<file path="config.mk">
export PLATFORM = sky130hd
export DESIGN_NAME = interrupt_controller
export DESIGN_NICKNAME = d
export VERILOG_FILES = /design/src/rtl/interrupt_controller.sv
export SDC_FILE = /design/constraint.sdc
export NUM_CORES = 1
export LEC_CHECK = 0
export BUFFER_PORTS_ARGS = -buffer_cell sky130_fd_sc_hd__buf_2
export CAP_MARGIN = 20
export CORE_UTILIZATION = 55
export DETAILED_ROUTE_END_ITERATION = 16
export PLACE_DENSITY = 0.9
export SLEW_MARGIN = 20
export SYNTH_ARGS = -nofsm -noshare
export SYNTH_HDL_FRONTEND = slang
export SYNTH_SLANG_ARGS = --single-unit
</file>
<file path="constraint.sdc">
create_clock -name clk -period 3.2 [get_ports clk]
set_clock_uncertainty 0.2 [all_clocks]
set_input_delay 0.8 -clock clk [delete_from_list [all_inputs] [get_ports clk]]
set_output_delay 0.8 -clock clk [all_outputs]
set_load 0.05 [all_outputs]
</file>
<file path="src/rtl/interrupt_controller.sv">
// ============================================================================
// Module   : interrupt_controller
// Purpose  : Sequences interrupt entry (drain, push PC/flags, vector fetch,
//            jump) and RTI return (drain, pop flags/PC, reload) for the pipeline.
// Revision : 1.0
// ============================================================================
`default_nettype none

module interrupt_controller #(
    parameter int          DRAIN_CYCLES = 3,
    parameter logic [31:0] IVT_ADDR     = 32'h0000_0000
) (
    input  logic        clk,
    input  logic        reset,
    input  logic        interrupt_signal,
    input  logic [31:0] pc_next,
    input  logic [3:0]  flags,
    input  logic        branch_in_flight,
    input  logic        rti_decode,
    input  logic [15:0] mem_rdata,
    output logic        stall_fetch,
    output logic        flush_decode,
    output logic        uop_valid,
    output logic [1:0]  uop_kind,
    output logic [31:0] uop_addr,
    output logic [15:0] uop_wdata,
    output logic        pc_load,
    output logic [31:0] pc_load_value,
    output logic        flags_load,
    output logic [3:0]  flags_load_value,
    output logic        int_ack,
    output logic        busy
);

    localparam int            CW           = (DRAIN_CYCLES > 1) ? $clog2(DRAIN_CYCLES) : 1;
    localparam logic [CW-1:0] c_DRAIN_LAST = CW'(DRAIN_CYCLES - 1);

    localparam logic [1:0] c_KIND_PUSH = 2'b00;
    localparam logic [1:0] c_KIND_POP  = 2'b01;
    localparam logic [1:0] c_KIND_READ = 2'b10;

    localparam logic [3:0] c_IDLE      = 4'd0;
    localparam logic [3:0] c_DRAIN     = 4'd1;
    localparam logic [3:0] c_PUSH_PC_H = 4'd2;
    localparam logic [3:0] c_PUSH_PC_L = 4'd3;
    localparam logic [3:0] c_PUSH_FLG  = 4'd4;
    localparam logic [3:0] c_RD_VEC_L  = 4'd5;
    localparam logic [3:0] c_RD_VEC_H  = 4'd6;
    localparam logic [3:0] c_VEC_WAIT  = 4'd7;
    localparam logic [3:0] c_JUMP      = 4'd8;
    localparam logic [3:0] c_R_DRAIN   = 4'd9;
    localparam logic [3:0] c_POP_FLG   = 4'd10;
    localparam logic [3:0] c_POP_PC_L  = 4'd11;
    localparam logic [3:0] c_POP_PC_H  = 4'd12;
    localparam logic [3:0] c_R_WAIT    = 4'd13;
    localparam logic [3:0] c_R_JUMP    = 4'd14;

    logic [3:0]    r_state;
    logic          r_pending;
    logic [CW-1:0] r_drain_cnt;
    logic [31:0]   r_saved_pc;
    logic [3:0]    r_saved_flags;
    logic [15:0]   r_vec_lo;
    logic [15:0]   r_vec_hi;
    logic [3:0]    r_rest_flags;
    logic [15:0]   r_rest_pc_lo;
    logic [15:0]   r_rest_pc_hi;
    logic          w_accept;
    logic          w_drain_last;

    // RTI in decode wins over a pending interrupt in the same IDLE cycle.
    always_comb begin
        w_accept     = (r_state == c_IDLE) && !rti_decode && r_pending && !branch_in_flight;
        w_drain_last = (r_drain_cnt == c_DRAIN_LAST);
    end

    always_ff @(posedge clk) begin
        if (reset) begin
            r_state       <= c_IDLE;
            r_pending     <= 1'b0;
            r_drain_cnt   <= '0;
            r_saved_pc    <= '0;
            r_saved_flags <= '0;
            r_vec_lo      <= '0;
            r_vec_hi      <= '0;
            r_rest_flags  <= '0;
            r_rest_pc_lo  <= '0;
            r_rest_pc_hi  <= '0;
        end else begin
            // A pulse arriving in the acceptance cycle is a fresh request and survives.
            r_pending <= interrupt_signal | (r_pending & ~w_accept);
            case (r_state)
                c_IDLE: begin
                    r_drain_cnt <= '0;
                    if (rti_decode) begin
                        r_state <= c_R_DRAIN;
                    end else if (w_accept) begin
                        r_state    <= c_DRAIN;
                        r_saved_pc <= pc_next;
                    end
                end
                c_DRAIN: begin
                    if (w_drain_last) begin
                        r_saved_flags <= flags;
                        r_drain_cnt   <= '0;
                        r_state       <= c_PUSH_PC_H;
                    end else begin
                        r_drain_cnt <= r_drain_cnt + 1'b1;
                    end
                end
                c_PUSH_PC_H: r_state <= c_PUSH_PC_L;
                c_PUSH_PC_L: r_state <= c_PUSH_FLG;
                c_PUSH_FLG:  r_state <= c_RD_VEC_L;
                c_RD_VEC_L:  r_state <= c_RD_VEC_H;
                c_RD_VEC_H: begin
                    r_vec_lo <= mem_rdata;
                    r_state  <= c_VEC_WAIT;
                end
                c_VEC_WAIT: begin
                    r_vec_hi <= mem_rdata;
                    r_state  <= c_JUMP;
                end
                c_JUMP: r_state <= c_IDLE;
                c_R_DRAIN: begin
                    if (w_drain_last) begin
                        r_drain_cnt <= '0;
                        r_state     <= c_POP_FLG;
                    end else begin
                        r_drain_cnt <= r_drain_cnt + 1'b1;
                    end
                end
                c_POP_FLG: r_state <= c_POP_PC_L;
                c_POP_PC_L: begin
                    r_rest_flags <= mem_rdata[3:0];
                    r_state      <= c_POP_PC_H;
                end
                c_POP_PC_H: begin
                    r_rest_pc_lo <= mem_rdata;
                    r_state      <= c_R_WAIT;
                end
                c_R_WAIT: begin
                    r_rest_pc_hi <= mem_rdata;
                    r_state      <= c_R_JUMP;
                end
                c_R_JUMP: r_state <= c_IDLE;
                default:  r_state <= c_IDLE;
            endcase
        end
    end

    always_comb begin
        stall_fetch      = (r_state != c_IDLE);
        busy             = (r_state != c_IDLE);
        flush_decode     = ((r_state == c_DRAIN) || (r_state == c_R_DRAIN)) && (r_drain_cnt == '0);
        uop_valid        = 1'b0;
        uop_kind         = 2'b00;
        uop_addr         = 32'h0;
        uop_wdata        = 16'h0;
        pc_load          = 1'b0;
        pc_load_value    = 32'h0;
        flags_load       = 1'b0;
        flags_load_value = 4'h0;
        int_ack          = 1'b0;
        case (r_state)
            c_PUSH_PC_H: begin
                uop_valid = 1'b1;
                uop_kind  = c_KIND_PUSH;
                uop_wdata = r_saved_pc[31:16];
            end
            c_PUSH_PC_L: begin
                uop_valid = 1'b1;
                uop_kind  = c_KIND_PUSH;
                uop_wdata = r_saved_pc[15:0];
            end
            c_PUSH_FLG: begin
                uop_valid = 1'b1;
                uop_kind  = c_KIND_PUSH;
                uop_wdata = {12'b0, r_saved_flags};
            end
            c_RD_VEC_L: begin
                uop_valid = 1'b1;
                uop_kind  = c_KIND_READ;
                uop_addr  = IVT_ADDR;
            end
            c_RD_VEC_H: begin
                uop_valid = 1'b1;
                uop_kind  = c_KIND_READ;
                uop_addr  = IVT_ADDR + 32'd1;
            end
            c_JUMP: begin
                pc_load       = 1'b1;
                pc_load_value = {r_vec_hi, r_vec_lo};
                int_ack       = 1'b1;
            end
            c_POP_FLG, c_POP_PC_L, c_POP_PC_H: begin
                uop_valid = 1'b1;
                uop_kind  = c_KIND_POP;
            end
            c_R_JUMP: begin
                pc_load          = 1'b1;
                pc_load_value    = {r_rest_pc_hi, r_rest_pc_lo};
                flags_load       = 1'b1;
                flags_load_value = r_rest_flags;
            end
            default: ;
        endcase
    end

endmodule

`default_nettype wire

</file>
---- Yosys cells after proc, flatten, opt, wreduce, memory -nomap -nowiden ----
Cells that the tools add are included.
Widths: inputs -> output; s select.
word-level totals
  bits in registers ....................... 111
  output and inout port bits .............. 93
  logic and storage cells ................. 68
  input port bits ......................... 57
cells by class
  bitwise operators ....................... 4
  reductions and logical operators ........ 19
  muxes and demuxes ....................... 16
  $add $sub $neg .......................... 1
  eq/ne operators ......................... 18
operators with widths
  kind                 count
  $pmux 32 s2          1
  $pmux 4 s13          1
  $pmux 16 s3          1
  $eq 4x4->1 const B   7
  $mux 4               5
  $eq 4x3->1 const B   4
  $eq 4x2->1 const B   2
  $pmux 2 s2           2
  $reduce_or 8->1      1
  $reduce_and 3->1     2
  $reduce_or 2->1      3
  $mux 1               5
  $eq 4x1->1 const B   1
  $logic_and 1x1->1    4
  $logic_not 4->1      1
  $ne 2x2->1 const B   2
  $reduce_bool 4->1    1
  $ne 3x3->1 const B   1
  $reduce_or 3->1      1
  $add 2x1->2 const B  1
  $eq 2x2->1 const B   1
  $logic_not 1->1      2
  $logic_not 2->1      1
  $mux 2               1
  6 further kinds      7

---- Depth between registers and ports, before layout ----
Gate-level depths: netlist (run 1).
  depth in word-level cells ............... 7
  gate-level depth with buffers ........... 8
  mapped depth without buffers ............ 5

---- Least setup slack after synthesis (run 1) ----
OpenSTA, ideal clock, no wires.
  kind .................................... register -> output
  start ................................... register r_state[2]
  end ..................................... output port flush_decode
  path slack .............................. -0.062 ns
  buffers on the path ..................... 2
  arrival ................................. 2.262 ns
  cell stages (with the launch flop) ...... 4
  data required time ...................... 2.200 ns
  cells stage by stage .................... dfxtp_1 > buf_2 > buf_1 > nor4_1
on the way
  longest elaborated chain between the ends .. 3
RTL lines
  element                                   RTL line  text
  from (decl)                               58        logic [3:0] r_state;
  from (signal assigned)                    79        r_state <= c_IDLE;
  from (signal assigned)                    96        r_state <= c_R_DRAIN;
  from (signal assigned)                    98        r_state <= c_DRAIN;
  $eq 4x1->1 or $eq 4x4->1 (tied branches)  154       flush_decode = ((r_state == c_DRAIN) || (r_state == c_R_DRAIN)) && (r_drain_cnt == '0);
  $logic_or 1x1->1 (*)                      154
  $logic_and 1x1->1 (*)                     154
  to (decl)                                 22        output logic flush_decode,
Mark *: on every way between the ends. The rest lies on a longest branch, timed or not.

---- Worst setup path after layout (run 1) ----
  start ................................... register r_state[0]
  end ..................................... output port pc_load_value[22]
on the way
  longest elaborated chain between the ends .. 2
RTL lines
  element          RTL line  text
  $eq 4x4->1       164       case (r_state)
  $pmux 32 s2 (*)  164
  to (decl)        28        output logic [31:0] pc_load_value,
Marks and branches as above.

==> metrics.txt, run 1 <==
# TYPE chip_impl_metric gauge
chip_impl_info{name="clockRootBuffer",value="sky130_fd_sc_hd__clkbuf_8"} 1
chip_impl_metric{name="drtIter0Drc",unit=""} 180
chip_impl_metric{name="post-cts-setup-buffers",unit=""} 0
chip_impl_metric{name="grt_remaining_overflow",unit=""} 0
chip_impl_metric{name="hold_depth",unit=""} 2
chip_impl_metric{name="finalSetupViolCount",unit=""} 0
chip_impl_info{name="highest_signal_layer_in_the_routed_design",value="met4"} 1
chip_impl_metric{name="synthesis.instances",unit=""} 618
chip_impl_metric{name="power.density_cell_area",unit="nW/um2"} 450
chip_impl_metric{name="antenna_cells",unit=""} 0
chip_impl_info{name="run_status",value="completed"} 1
chip_impl_metric{name="final_antenna_net_count",unit=""} 0
chip_impl_metric{name="dieHeight",unit="um"} 95.5
chip_impl_metric{name="dp.final_hpwl",unit="um"} 8070
chip_impl_metric{name="clock_path_buffers",unit=""} 2
chip_impl_metric{name="worst_hold_margin",unit="ns"} 0.260
chip_impl_metric{name="largest_net_degree_at_the_start_of_global_routing",unit=""} 57
chip_impl_info{name="min-delay-path-class",value="flip-flop to flip-flop"} 1
chip_impl_metric{name="final.setup.worst_slack",unit="ns"} 0.232
chip_impl_metric{name="worst_skew_pair.late_latency",unit="ns"} 0.36
chip_impl_info{name="tritoncts",value="built"} 1
chip_impl_metric{name="async_flop_share",unit=""} 0
chip_impl_metric{name="postCtsHoldBufs",unit=""} 0
chip_impl_metric{name="timing.critical_path.fanout_max",unit=""} 34
chip_impl_metric{name="maxSlewViolCount",unit=""} 0
chip_impl_metric{name="initial_core_util",unit=""} 0.576
chip_impl_metric{name="die_w",unit="um"} 95.5
chip_impl_metric{name="drt_pre_antenna_iters",unit=""} 4
chip_impl_info{name="grt_setup_unrepaired",value="no"} 1
chip_impl_metric{name="yosysSeqAreaShare",unit=""} 0.462
chip_impl_info{name="end_kind",value="primary output"} 1
chip_impl_info{name="dominantRegCellSynth",value="sky130_fd_sc_hd__dfxtp_1"} 1
chip_impl_info{name="crit-reg2reg-launch",value="r_state[3]"} 1
chip_impl_metric{name="setup_tns",unit="ns"} 0
chip_impl_metric{name="timing.critical_path.required",unit="ns"} 2.20
chip_impl_metric{name="worst_ir_drop_vdd",unit="uV"} 278
chip_impl_metric{name="p_leak",unit="uW"} 0.00231
chip_impl_metric{name="cts_made_buffers",unit=""} 9
chip_impl_info{name="startpoint_type",value="flip-flop"} 1
chip_impl_metric{name="synth_warnings",unit=""} 0
chip_impl_metric{name="r2r_cells",unit=""} 4
chip_impl_metric{name="final_core_utilization",unit=""} 0.663
chip_impl_metric{name="grt_antenna_before_repair",unit=""} 0
chip_impl_metric{name="cts.htree.levels",unit=""} 3
chip_impl_metric{name="drcViolationCount",unit=""} 0
chip_impl_info{name="r2r-end",value="r_saved_pc[18]"} 1
chip_impl_metric{name="grt_first_pass_wirelength",unit="um"} 18200
chip_impl_metric{name="avgRoutedWirePerCell",unit="um"} 14.2
chip_impl_metric{name="wl_met2",unit="um"} 5790
chip_impl_metric{name="period_share",unit=""} 0.927
chip_impl_metric{name="num_io_pins",unit=""} 150
chip_impl_metric{name="area.growth.synth_to_final",unit="%"} 15.2
chip_impl_info{name="critPathKind",value="flip-flop to primary output"} 1
chip_impl_metric{name="route.final.wire_length",unit="um"} 11700
chip_impl_metric{name="worst_reg_to_reg_setup_slack",unit="ns"} 0.60
chip_impl_metric{name="drt-vias-per-instance",unit=""} 5.42
chip_impl_metric{name="worst_ep_arrival_time",unit="ns"} 1.97
chip_impl_metric{name="highest_achievable_clock_rate",unit="GHz"} 0.337
chip_impl_metric{name="num_rows",unit=""} 33
chip_impl_metric{name="final_nets",unit=""} 769
chip_impl_metric{name="num_vias",unit=""} 4452
chip_impl_metric{name="timing.final.crit_period",unit="ns"} 2.97
chip_impl_metric{name="cts.sink_count",unit=""} 111
chip_impl_metric{name="hold_viol_final",unit=""} 0
chip_impl_metric{name="drive_gt1_frac",unit=""} 0.223
chip_impl_metric{name="wirelength_met1",unit="um"} 4850
chip_impl_metric{name="fp.coreArea",unit="um2"} 8340
chip_impl_metric{name="wl_met3",unit="um"} 961
chip_impl_metric{name="global_route.usage.total",unit=""} 0.257
chip_impl_metric{name="worst-slew-pin-transition",unit="ns"} 1.03
chip_impl_metric{name="gp_congestion",unit=""} 0.828
chip_impl_metric{name="fp.dieArea",unit="um2"} 9110
chip_impl_metric{name="vias_in_the_first_global_route",unit=""} 3981
chip_impl_metric{name="netlist_area",unit="um2"} 4800
chip_impl_metric{name="clkTransAtPathRegs",unit="ns"} 0.10
chip_impl_metric{name="synth.distinct_cells",unit=""} 33
chip_impl_metric{name="synth-edff-count",unit=""} 0
chip_impl_info{name="hold_path_end",value="r_rest_pc_hi[6]"} 1
chip_impl_metric{name="total_power",unit="uW"} 2490
chip_impl_metric{name="synth_seq_cells",unit=""} 111
chip_impl_info{name="timing.hold.worst.start",value="r_rest_pc_hi[6]"} 1
chip_impl_metric{name="io_port_bufs",unit=""} 118
chip_impl_metric{name="dp_worst_setup_slack",unit="ns"} 0.498
chip_impl_metric{name="slew-limit-headroom",unit=""} 0.314
chip_impl_metric{name="syn_avg_cell_area",unit="um2"} 7.77
chip_impl_metric{name="maxCapViolations",unit=""} 0
power breakdown:
group | internal [uW] | leakage, uW | switching (uW) | total (uW)
clock | 309 | 0.0000902 | 468 | 777
sequential | 1400 | 0.000897 | 21.4 | 1420
combinational | 67.7 | 0.00133 | 226 | 294
worst max-delay path, cell delays in order (launching register included):
cell	delay, ns
sky130_fd_sc_hd__dfxtp_2	0.40
sky130_fd_sc_hd__nor2_1	0.19
sky130_fd_sc_hd__and3_1	0.17
sky130_fd_sc_hd__buf_4	0.33
sky130_fd_sc_hd__a22o_1	0.23
sky130_fd_sc_hd__buf_2	0.27
repair_timing:
action	in CTS	in global routing
resized for setup	0	3
setup endpoints to repair	0	30
hold endpoints to repair	0	0
layout make-up:
type	instances	area [um2]
clock buffers	10	138
well taps	105	131
multi-input cells	458	2280
clock inverters	6	45.0
inverters	2	7.51
flip-flops and latches	111	2230
fillers	706	2810
repair buffers	130	708
cells by family after synthesis:
family          after synthesis  share of synthesized area
flops                       111                      0.462
buf+inv                      79                     0.0932
simple gates                257                      0.219
mux                           9                     0.0188
other cells                   1                   0.000781
compound gates              161                      0.206
sequential cells by signal (all words and copies together), names as in the netlist:
| signal | count |
|---|---|
| r_saved_pc | 32 |
| r_rest_pc_hi | 16 |
| r_rest_pc_lo | 16 |
| r_vec_hi | 16 |
| r_vec_lo | 16 |
| r_rest_flags | 4 |
| r_saved_flags | 4 |
| r_state | 4 |
| r_drain_cnt | 2 |
| r_pending | 1 |
metrics by stage:
step,area (um2),std cells
floorplan,4920,648
global placement,5350,806
detailed placement,5350,806
CTS,5530,822
global route,5530,822
finish,5530,822
worst max-delay path by stage:
stage                           from           endpoint
after global placement    r_state[1]       uop_wdata[1]
after detailed placement  r_state[1]       uop_wdata[1]
after floorplan           r_state[2]   pc_load_value[0]
final                     r_state[0]  pc_load_value[22]
after global routing      r_state[1]       uop_wdata[1]
after CTS                 r_state[1]       uop_wdata[1]
cell usage in the layout, fill, tap and decap left out, drive strengths merged, types with 4 or more instances in the layout:
master / netlist / routed
nand2: 202 / 202
buf: 45 / 130
dfxtp: 111 / 111
a21oi: 106 / 106
a22o: 44 / 44
conb: 1 / 31
nor2: 21 / 21
clkbuf: 32 / 10
mux2i: 9 / 9
nand2b: 6 / 6
nor3: 6 / 6
a22oi: 4 / 4
and2: 4 / 4
nor2b: 4 / 4
o21ai: 4 / 4
clkinv: 1 / 4
Yosys cell counts, types with 4 or more instances:
library cell | count | share of area
sky130_fd_sc_hd__clkbuf_1 | 32 | 0.025
sky130_fd_sc_hd__mux2i_1 | 9 | 0.019
sky130_fd_sc_hd__a21oi_1 | 106 | 0.11
sky130_fd_sc_hd__a22o_1 | 44 | 0.080
sky130_fd_sc_hd__nor2b_1 | 4 | 0.0052
sky130_fd_sc_hd__dfxtp_1 | 111 | 0.46
sky130_fd_sc_hd__nand2b_1 | 6 | 0.0078
sky130_fd_sc_hd__o21ai_0 | 4 | 0.0042
sky130_fd_sc_hd__buf_4 | 32 | 0.050
sky130_fd_sc_hd__buf_2 | 7 | 0.0073
sky130_fd_sc_hd__nor2_1 | 21 | 0.016
sky130_fd_sc_hd__a22oi_1 | 4 | 0.0063
sky130_fd_sc_hd__and2_1 | 4 | 0.0052
sky130_fd_sc_hd__nand2_1 | 202 | 0.16
sky130_fd_sc_hd__nor3_1 | 5 | 0.0052
routing by layer:
metal  up-vias  global-route usage
li1       2188                   -
met1      2066               0.314
met2       187               0.444
met3        11              0.0670
met4         0              0.0697
met5         -                   0
Note: power is estimated with default switching activity, not from simulation.
==> run 2, diff against run 1 <==
==> constraint.sdc (replaced) <==
create_clock -name clk -period 3.5 [get_ports clk]
set_clock_uncertainty 0.2 [all_clocks]
set_input_delay 0.875 -clock clk [delete_from_list [all_inputs] [get_ports clk]]
set_output_delay 0.875 -clock clk [all_outputs]
set_load 0.05 [all_outputs]
==> run 2 against run 1 <==
  * Clock-buffer cell count did not move
  * Die area unchanged
  * Sequential share of layout area rose by 0.11 points
  * Critical endpoint is now pc_load_value[15]
==> metrics.txt, run 2 (synthesis gave the netlist of run 1 again) <==
# TYPE chip_impl_metric gauge
chip_impl_info{name="run_status",value="completed"} 1
chip_impl_metric{name="highest_achievable_clock_rate",unit="GHz"} 0.304
chip_impl_metric{name="hold_viol_final",unit=""} 0
chip_impl_metric{name="setup_tns",unit="ns"} 0
chip_impl_metric{name="grt_remaining_overflow",unit=""} 0
chip_impl_metric{name="maxCapViolations",unit=""} 0
chip_impl_metric{name="maxSlewViolCount",unit=""} 0
chip_impl_metric{name="num_io_pins",unit=""} 150
chip_impl_metric{name="gp_congestion",unit=""} 0.834
chip_impl_metric{name="final_core_utilization",unit=""} 0.661
chip_impl_metric{name="drive_gt1_frac",unit=""} 0.215
chip_impl_info{name="top_library_cells_by_usage_in_the_layout_fill_and_taps_aside",value="sky130_fd_sc_hd__nand2_1 (202), sky130_fd_sc_hd__buf_2 (117), sky130_fd_sc_hd__dfxtp_1 (110), sky130_fd_sc_hd__a21oi_1 (106), sky130_fd_sc_hd__a22o_1 (44)"} 1
chip_impl_metric{name="dieHeight",unit="um"} 95.5
chip_impl_info{name="setup.worst_path.start",value="r_state[3]"} 1
chip_impl_metric{name="route.final.wire_length",unit="um"} 11300
chip_impl_metric{name="num_rows",unit=""} 33
chip_impl_info{name="layout.cells.most_common",value="sky130_fd_sc_hd__nand2_1"} 1
chip_impl_metric{name="largest_register_ff_count",unit=""} 32
chip_impl_metric{name="die_w",unit="um"} 95.5
chip_impl_metric{name="final_nets",unit=""} 766
chip_impl_metric{name="fillerInstances",unit=""} 721
chip_impl_metric{name="drt_pre_antenna_iters",unit=""} 5
chip_impl_info{name="crit-reg2reg-launch",value="r_state[3]"} 1
chip_impl_metric{name="global_route.usage.total",unit=""} 0.247
chip_impl_metric{name="grt_antenna_before_repair",unit=""} 0
chip_impl_metric{name="avgRoutedWirePerCell",unit="um"} 13.8
chip_impl_metric{name="layout.area.seq",unit="um2"} 2220
chip_impl_metric{name="fp.coreArea",unit="um2"} 8340
chip_impl_metric{name="grt_first_pass_wirelength",unit="um"} 17600
chip_impl_metric{name="clkTransAtPathRegs",unit="ns"} 0.09
chip_impl_metric{name="io_port_bufs",unit=""} 118
chip_impl_info{name="tritoncts",value="built"} 1
chip_impl_metric{name="area.growth.synth_to_final",unit="%"} 14.7
chip_impl_metric{name="dp.final_hpwl",unit="um"} 7720
chip_impl_metric{name="vias_in_the_first_global_route",unit=""} 3887
chip_impl_metric{name="largest_net_degree_at_the_start_of_global_routing",unit=""} 60
chip_impl_metric{name="timing.critical_path.required",unit="ns"} 2.42
chip_impl_info{name="end_kind",value="primary output"} 1
chip_impl_info{name="timing.hold.worst.start",value="r_rest_pc_hi[10]"} 1
chip_impl_metric{name="drtIter0Drc",unit=""} 162
chip_impl_metric{name="worst_ep_arrival_time",unit="ns"} 2.21
chip_impl_info{name="min-delay-path-class",value="flip-flop to flip-flop"} 1
chip_impl_metric{name="timing.final.crit_period",unit="ns"} 3.29
chip_impl_metric{name="antenna_cells",unit=""} 0
chip_impl_metric{name="p_leak",unit="uW"} 0.00231
chip_impl_metric{name="final_antenna_net_count",unit=""} 0
chip_impl_metric{name="fp.dieArea",unit="um2"} 9110
chip_impl_metric{name="drcViolationCount",unit=""} 0
chip_impl_metric{name="cts_made_buffers",unit=""} 9
chip_impl_info{name="startpoint_type",value="flip-flop"} 1
chip_impl_info{name="critPathKind",value="flip-flop to primary output"} 1
chip_impl_metric{name="cts.htree.levels",unit=""} 3
chip_impl_metric{name="worst_ir_drop_vdd",unit="uV"} 385
chip_impl_metric{name="slew-limit-headroom",unit=""} 0.320
chip_impl_metric{name="multiInputGateArea",unit="um2"} 2270
chip_impl_metric{name="num_vias",unit=""} 4404
chip_impl_metric{name="clock_path_buffers",unit=""} 2
chip_impl_info{name="grt_setup_unrepaired",value="no"} 1
chip_impl_metric{name="timing.critical_path.fanout_max",unit=""} 38
chip_impl_metric{name="drt-vias-per-instance",unit=""} 5.38
chip_impl_info{name="largest-register",value="r_saved_pc"} 1
chip_impl_metric{name="worst-slew-pin-transition",unit="ns"} 1.01
chip_impl_metric{name="period_share",unit=""} 0.940
chip_impl_metric{name="worst_skew_pair.late_latency",unit="ns"} 0.36
chip_impl_metric{name="cts.sink_count",unit=""} 111
chip_impl_metric{name="initial_core_util",unit=""} 0.576
chip_impl_info{name="clockRootBuffer",value="sky130_fd_sc_hd__clkbuf_8"} 1
chip_impl_metric{name="finalSetupViolCount",unit=""} 0
chip_impl_metric{name="power.density_cell_area",unit="nW/um2"} 426
run 2: worst paths after layout:
path / to / slack, ns / depth (start not counted)
max reg2reg: r_saved_pc[31] / 0.86 / 4
min: r_rest_pc_hi[10] / 0.26 / 2
max: pc_load_value[15] / 0.21 / 5
min reg2reg: r_rest_pc_hi[10] / 0.26 / 2
run 2: metrics by stage:
step,instance area (um2),instances,setup WS [ns],total power (uW),hold slack (ns)
2_1_floorplan,4920,648,0.163,1550,0.236
3_3_place_gp,5310,803,0.595,1580,0.241
3_5_place_dp,5310,803,0.500,1590,0.247
4_1_cts,5510,818,0.0881,2360,0.261
5_1_grt,5510,818,0.0445,2430,0.275
6_report,5510,818,0.211,2350,0.261
run 2: area by class of cell:
class / instances / area share
well taps: 105 / 0.0238
repair buffers: 127 / 0.122
flip-flops and latches: 111 / 0.403
clock inverters: 5 / 0.0123
clock buffers: 10 / 0.0250
inverters: 2 / 0.00136
multi-input cells: 458 / 0.412
run 2: timing repair:
item	CTS	global route
hold buffers	0	0
setup buffers	0	0
setup endpoints to repair	0	38
resized for setup	0	1
run 2: worst max-delay path, stage by stage, from the launching register on:
cell and delay [ns]:
sky130_fd_sc_hd__dfxtp_1 0.65, sky130_fd_sc_hd__nand2_1 0.22, sky130_fd_sc_hd__nor2_2 0.11, sky130_fd_sc_hd__buf_4 0.37, sky130_fd_sc_hd__a22o_1 0.23, sky130_fd_sc_hd__buf_2 0.27
run 2: routing by layer:
| metal | track usage | vias up | share of wire |
|---|---|---|---|
| li1 | - | 2177 | - |
| met1 | 0.299 | 2032 | 0.41 |
| met2 | 0.431 | 187 | 0.49 |
| met3 | 0.0670 | 8 | 0.090 |
| met4 | 0.0609 | 0 | 0.0088 |
| met5 | 0 | - | 0 |
run 2: power by group:
| group | switching [uW] | internal (uW) | total, uW |
|---|---|---|---|
| sequential | 18.9 | 1280 | 1300 |
| clock | 425 | 356 | 781 |
| combinational | 206 | 61.3 | 267 |
| total | 650 | 1700 | 2350 |
==> run 3, diff against run 2 <==
--- a/config.mk
+++ b/config.mk
@@ -7,6 +7,7 @@
 export LEC_CHECK = 0
 export BUFFER_PORTS_ARGS = -buffer_cell sky130_fd_sc_hd__buf_2
 export CAP_MARGIN = 20
+export CORE_ASPECT_RATIO = 1.75
 export CORE_UTILIZATION = 55
 export DETAILED_ROUTE_END_ITERATION = 16
 export PLACE_DENSITY = 0.9
==> run 3 against run 2 <==
  * Non-clock buffer count grew 2
  * Combinational power is essentially flat
  * Maximum frequency grew 0.74%
  * Clock power grew 22%
  * Worst setup slack gained 0.024 ns
  * Critical path type unchanged
  * Critical endpoint is now pc_load_value[19]
  * Largest cell class unchanged
  * Largest power group unchanged
  * Highest routed layer unchanged
==> metrics.txt, run 3 (synthesis gave the netlist of run 1 again) <==
# TYPE chip_impl_metric gauge
chip_impl_metric{name="final_core_utilization",unit=""} 0.668
chip_impl_metric{name="worst_skew_pair.late_latency",unit="ns"} 0.34
chip_impl_metric{name="setup_tns",unit="ns"} 0
chip_impl_metric{name="num_rows",unit=""} 44
chip_impl_metric{name="postCtsHoldBufs",unit=""} 0
chip_impl_metric{name="avgRoutedWirePerCell",unit="um"} 14.0
chip_impl_metric{name="cts_made_buffers",unit=""} 9
chip_impl_metric{name="worst_reg_to_reg_setup_slack",unit="ns"} 0.80
chip_impl_metric{name="area.growth.synth_to_final",unit="%"} 16.4
chip_impl_metric{name="cts.htree.levels",unit=""} 3
chip_impl_metric{name="dp_worst_setup_slack",unit="ns"} 0.511
chip_impl_metric{name="period_share",unit=""} 0.933
chip_impl_metric{name="worst_hold_margin",unit="ns"} 0.255
chip_impl_info{name="grt_setup_unrepaired",value="no"} 1
chip_impl_info{name="timing.hold.worst.start",value="r_saved_pc[5]"} 1
chip_impl_info{name="highest_signal_layer_in_the_routed_design",value="met4"} 1
chip_impl_metric{name="maxSlewViolCount",unit=""} 0
chip_impl_metric{name="timing.critical_path.required",unit="ns"} 2.42
chip_impl_metric{name="largest_register_ff_count",unit=""} 32
chip_impl_metric{name="vias_in_the_first_global_route",unit=""} 4073
chip_impl_metric{name="finalSetupViolCount",unit=""} 0
chip_impl_info{name="crit-reg2reg-launch",value="r_state[3]"} 1
chip_impl_metric{name="global_route.usage.total",unit=""} 0.257
chip_impl_info{name="largest-register",value="r_saved_pc"} 1
chip_impl_metric{name="drt-vias-per-instance",unit=""} 5.39
chip_impl_metric{name="die_w",unit="um"} 72.7
chip_impl_info{name="run_status",value="completed"} 1
chip_impl_metric{name="dieHeight",unit="um"} 126
chip_impl_metric{name="hold_depth",unit=""} 2
chip_impl_metric{name="worst_ep_arrival_time",unit="ns"} 2.19
chip_impl_info{name="hold_path_end",value="r_saved_pc[5]"} 1
chip_impl_metric{name="drt_pre_antenna_iters",unit=""} 5
chip_impl_metric{name="maxCapViolations",unit=""} 0
chip_impl_metric{name="worst_ir_drop_vdd",unit="uV"} 339
chip_impl_metric{name="finalNonFillerCells",unit=""} 831
chip_impl_metric{name="hold_viol_final",unit=""} 0
chip_impl_metric{name="initial_core_util",unit=""} 0.574
chip_impl_metric{name="p_leak",unit="uW"} 0.00235
chip_impl_metric{name="grt_remaining_overflow",unit=""} 0
chip_impl_info{name="min-delay-path-class",value="flip-flop to flip-flop"} 1
chip_impl_metric{name="numPlacedInstances",unit=""} 815
chip_impl_metric{name="wl_met2",unit="um"} 6040
chip_impl_metric{name="dp.final_hpwl",unit="um"} 8040
chip_impl_metric{name="clkTransAtPathRegs",unit="ns"} 0.07
chip_impl_metric{name="drive_gt1_frac",unit=""} 0.215
chip_impl_info{name="critPathKind",value="flip-flop to primary output"} 1
chip_impl_metric{name="fp.coreArea",unit="um2"} 8370
chip_impl_metric{name="final_nets",unit=""} 768
chip_impl_info{name="r2r-end",value="r_saved_pc[10]"} 1
chip_impl_info{name="tritoncts",value="built"} 1
chip_impl_metric{name="slew-limit-headroom",unit=""} 0.314
chip_impl_metric{name="final_antenna_net_count",unit=""} 0
chip_impl_metric{name="power.density_cell_area",unit="nW/um2"} 450
chip_impl_info{name="end_kind",value="primary output"} 1
chip_impl_metric{name="wirelength_met1",unit="um"} 4420
chip_impl_info{name="clockRootBuffer",value="sky130_fd_sc_hd__clkbuf_16"} 1
chip_impl_metric{name="timing.final.crit_period",unit="ns"} 3.26
chip_impl_metric{name="route.final.wire_length",unit="um"} 11600
chip_impl_metric{name="drcViolationCount",unit=""} 0
chip_impl_metric{name="antenna_cells",unit=""} 0
chip_impl_metric{name="post-cts-setup-buffers",unit=""} 0
chip_impl_metric{name="r2r_cells",unit=""} 4
chip_impl_info{name="top_library_cells_by_usage_in_the_layout_fill_and_taps_aside",value="sky130_fd_sc_hd__nand2_1 (202), sky130_fd_sc_hd__buf_2 (117), sky130_fd_sc_hd__dfxtp_1 (110), sky130_fd_sc_hd__a21oi_1 (106), sky130_fd_sc_hd__a22o_1 (44)"} 1
chip_impl_metric{name="timing.critical_path.fanout_max",unit=""} 38
chip_impl_metric{name="largest_net_degree_at_the_start_of_global_routing",unit=""} 72
chip_impl_metric{name="clock_path_buffers",unit=""} 2
chip_impl_metric{name="num_io_pins",unit=""} 150
chip_impl_info{name="layout.cells.most_common",value="sky130_fd_sc_hd__nand2_1"} 1
chip_impl_metric{name="drtIter0Drc",unit=""} 304
chip_impl_metric{name="final.setup.worst_slack",unit="ns"} 0.236
chip_impl_metric{name="gp_congestion",unit=""} 0.854
chip_impl_metric{name="grt_first_pass_wirelength",unit="um"} 18300
chip_impl_metric{name="highest_achievable_clock_rate",unit="GHz"} 0.306
chip_impl_metric{name="grt_antenna_before_repair",unit=""} 0
chip_impl_metric{name="wl_met3",unit="um"} 699
chip_impl_metric{name="num_vias",unit=""} 4480
chip_impl_metric{name="fp.dieArea",unit="um2"} 9130
chip_impl_metric{name="cts.sink_count",unit=""} 111
chip_impl_metric{name="worst-slew-pin-transition",unit="ns"} 1.03
chip_impl_info{name="startpoint_type",value="flip-flop"} 1
chip_impl_metric{name="io_port_bufs",unit=""} 118
[run 3: report_power, final]
group | switching [uW] | leakage [uW] | internal [uW]
Sequential | 19.5 | 0.000896 | 1280
Clock | 446 | 0.000137 | 506
Combinational | 207 | 0.00131 | 60.2
Total | 672 | 0.00235 | 1840
[run 3: area by class of cell]
cell class	count	area (um2)
multi-input combinational	458	2260
clock buffer	12	246
fill	696	2780
sequential	111	2220
tap	115	144
inverter	2	7.51
timing repair buffer	129	676
clock inverter	4	31.3
[run 3: layer usage]
layer	GRT usage	vias up
li1	-	2188
met1	0.286	2052
met2	0.444	208
met3	0.0544	32
met4	0.143	0
met5	0	-
[run 3: what timing repair did]
item / 4_1_cts / 5_1_grt
gates resized for setup: 0 / 1
hold endpoints to repair: 0 / 0
endpoints found under the setup margin: 0 / 26
[run 3: worst max-delay path by stage]
stage	slack (ns)	to	start
after global routing	0.09	pc_load_value[18]	r_state[1]
after detailed placement	0.51	pc_load_value[19]	r_state[2]
after CTS	0.13	pc_load_value[19]	r_state[2]
final	0.24	pc_load_value[19]	r_state[3]
after floorplan	0.16	flush_decode	r_state[2]
after global placement	0.60	pc_load_value[0]	r_state[2]
[run 3: metrics by stage]
step | area (um2) | power, uW
after floorplan | 4920 | 1550
after global placement | 5310 | 1590
after detailed placement | 5310 | 1590
after CTS | 5590 | 2530
after global routing | 5590 | 2610
final | 5590 | 2520
[run 3: worst max-delay path: stages (launching register included)]
cell and delay (ns):
sky130_fd_sc_hd__dfxtp_1 0.65, sky130_fd_sc_hd__nand2_1 0.23, sky130_fd_sc_hd__nor2_2 0.12, sky130_fd_sc_hd__buf_4 0.36, sky130_fd_sc_hd__a22o_1 0.22, sky130_fd_sc_hd__buf_2 0.27
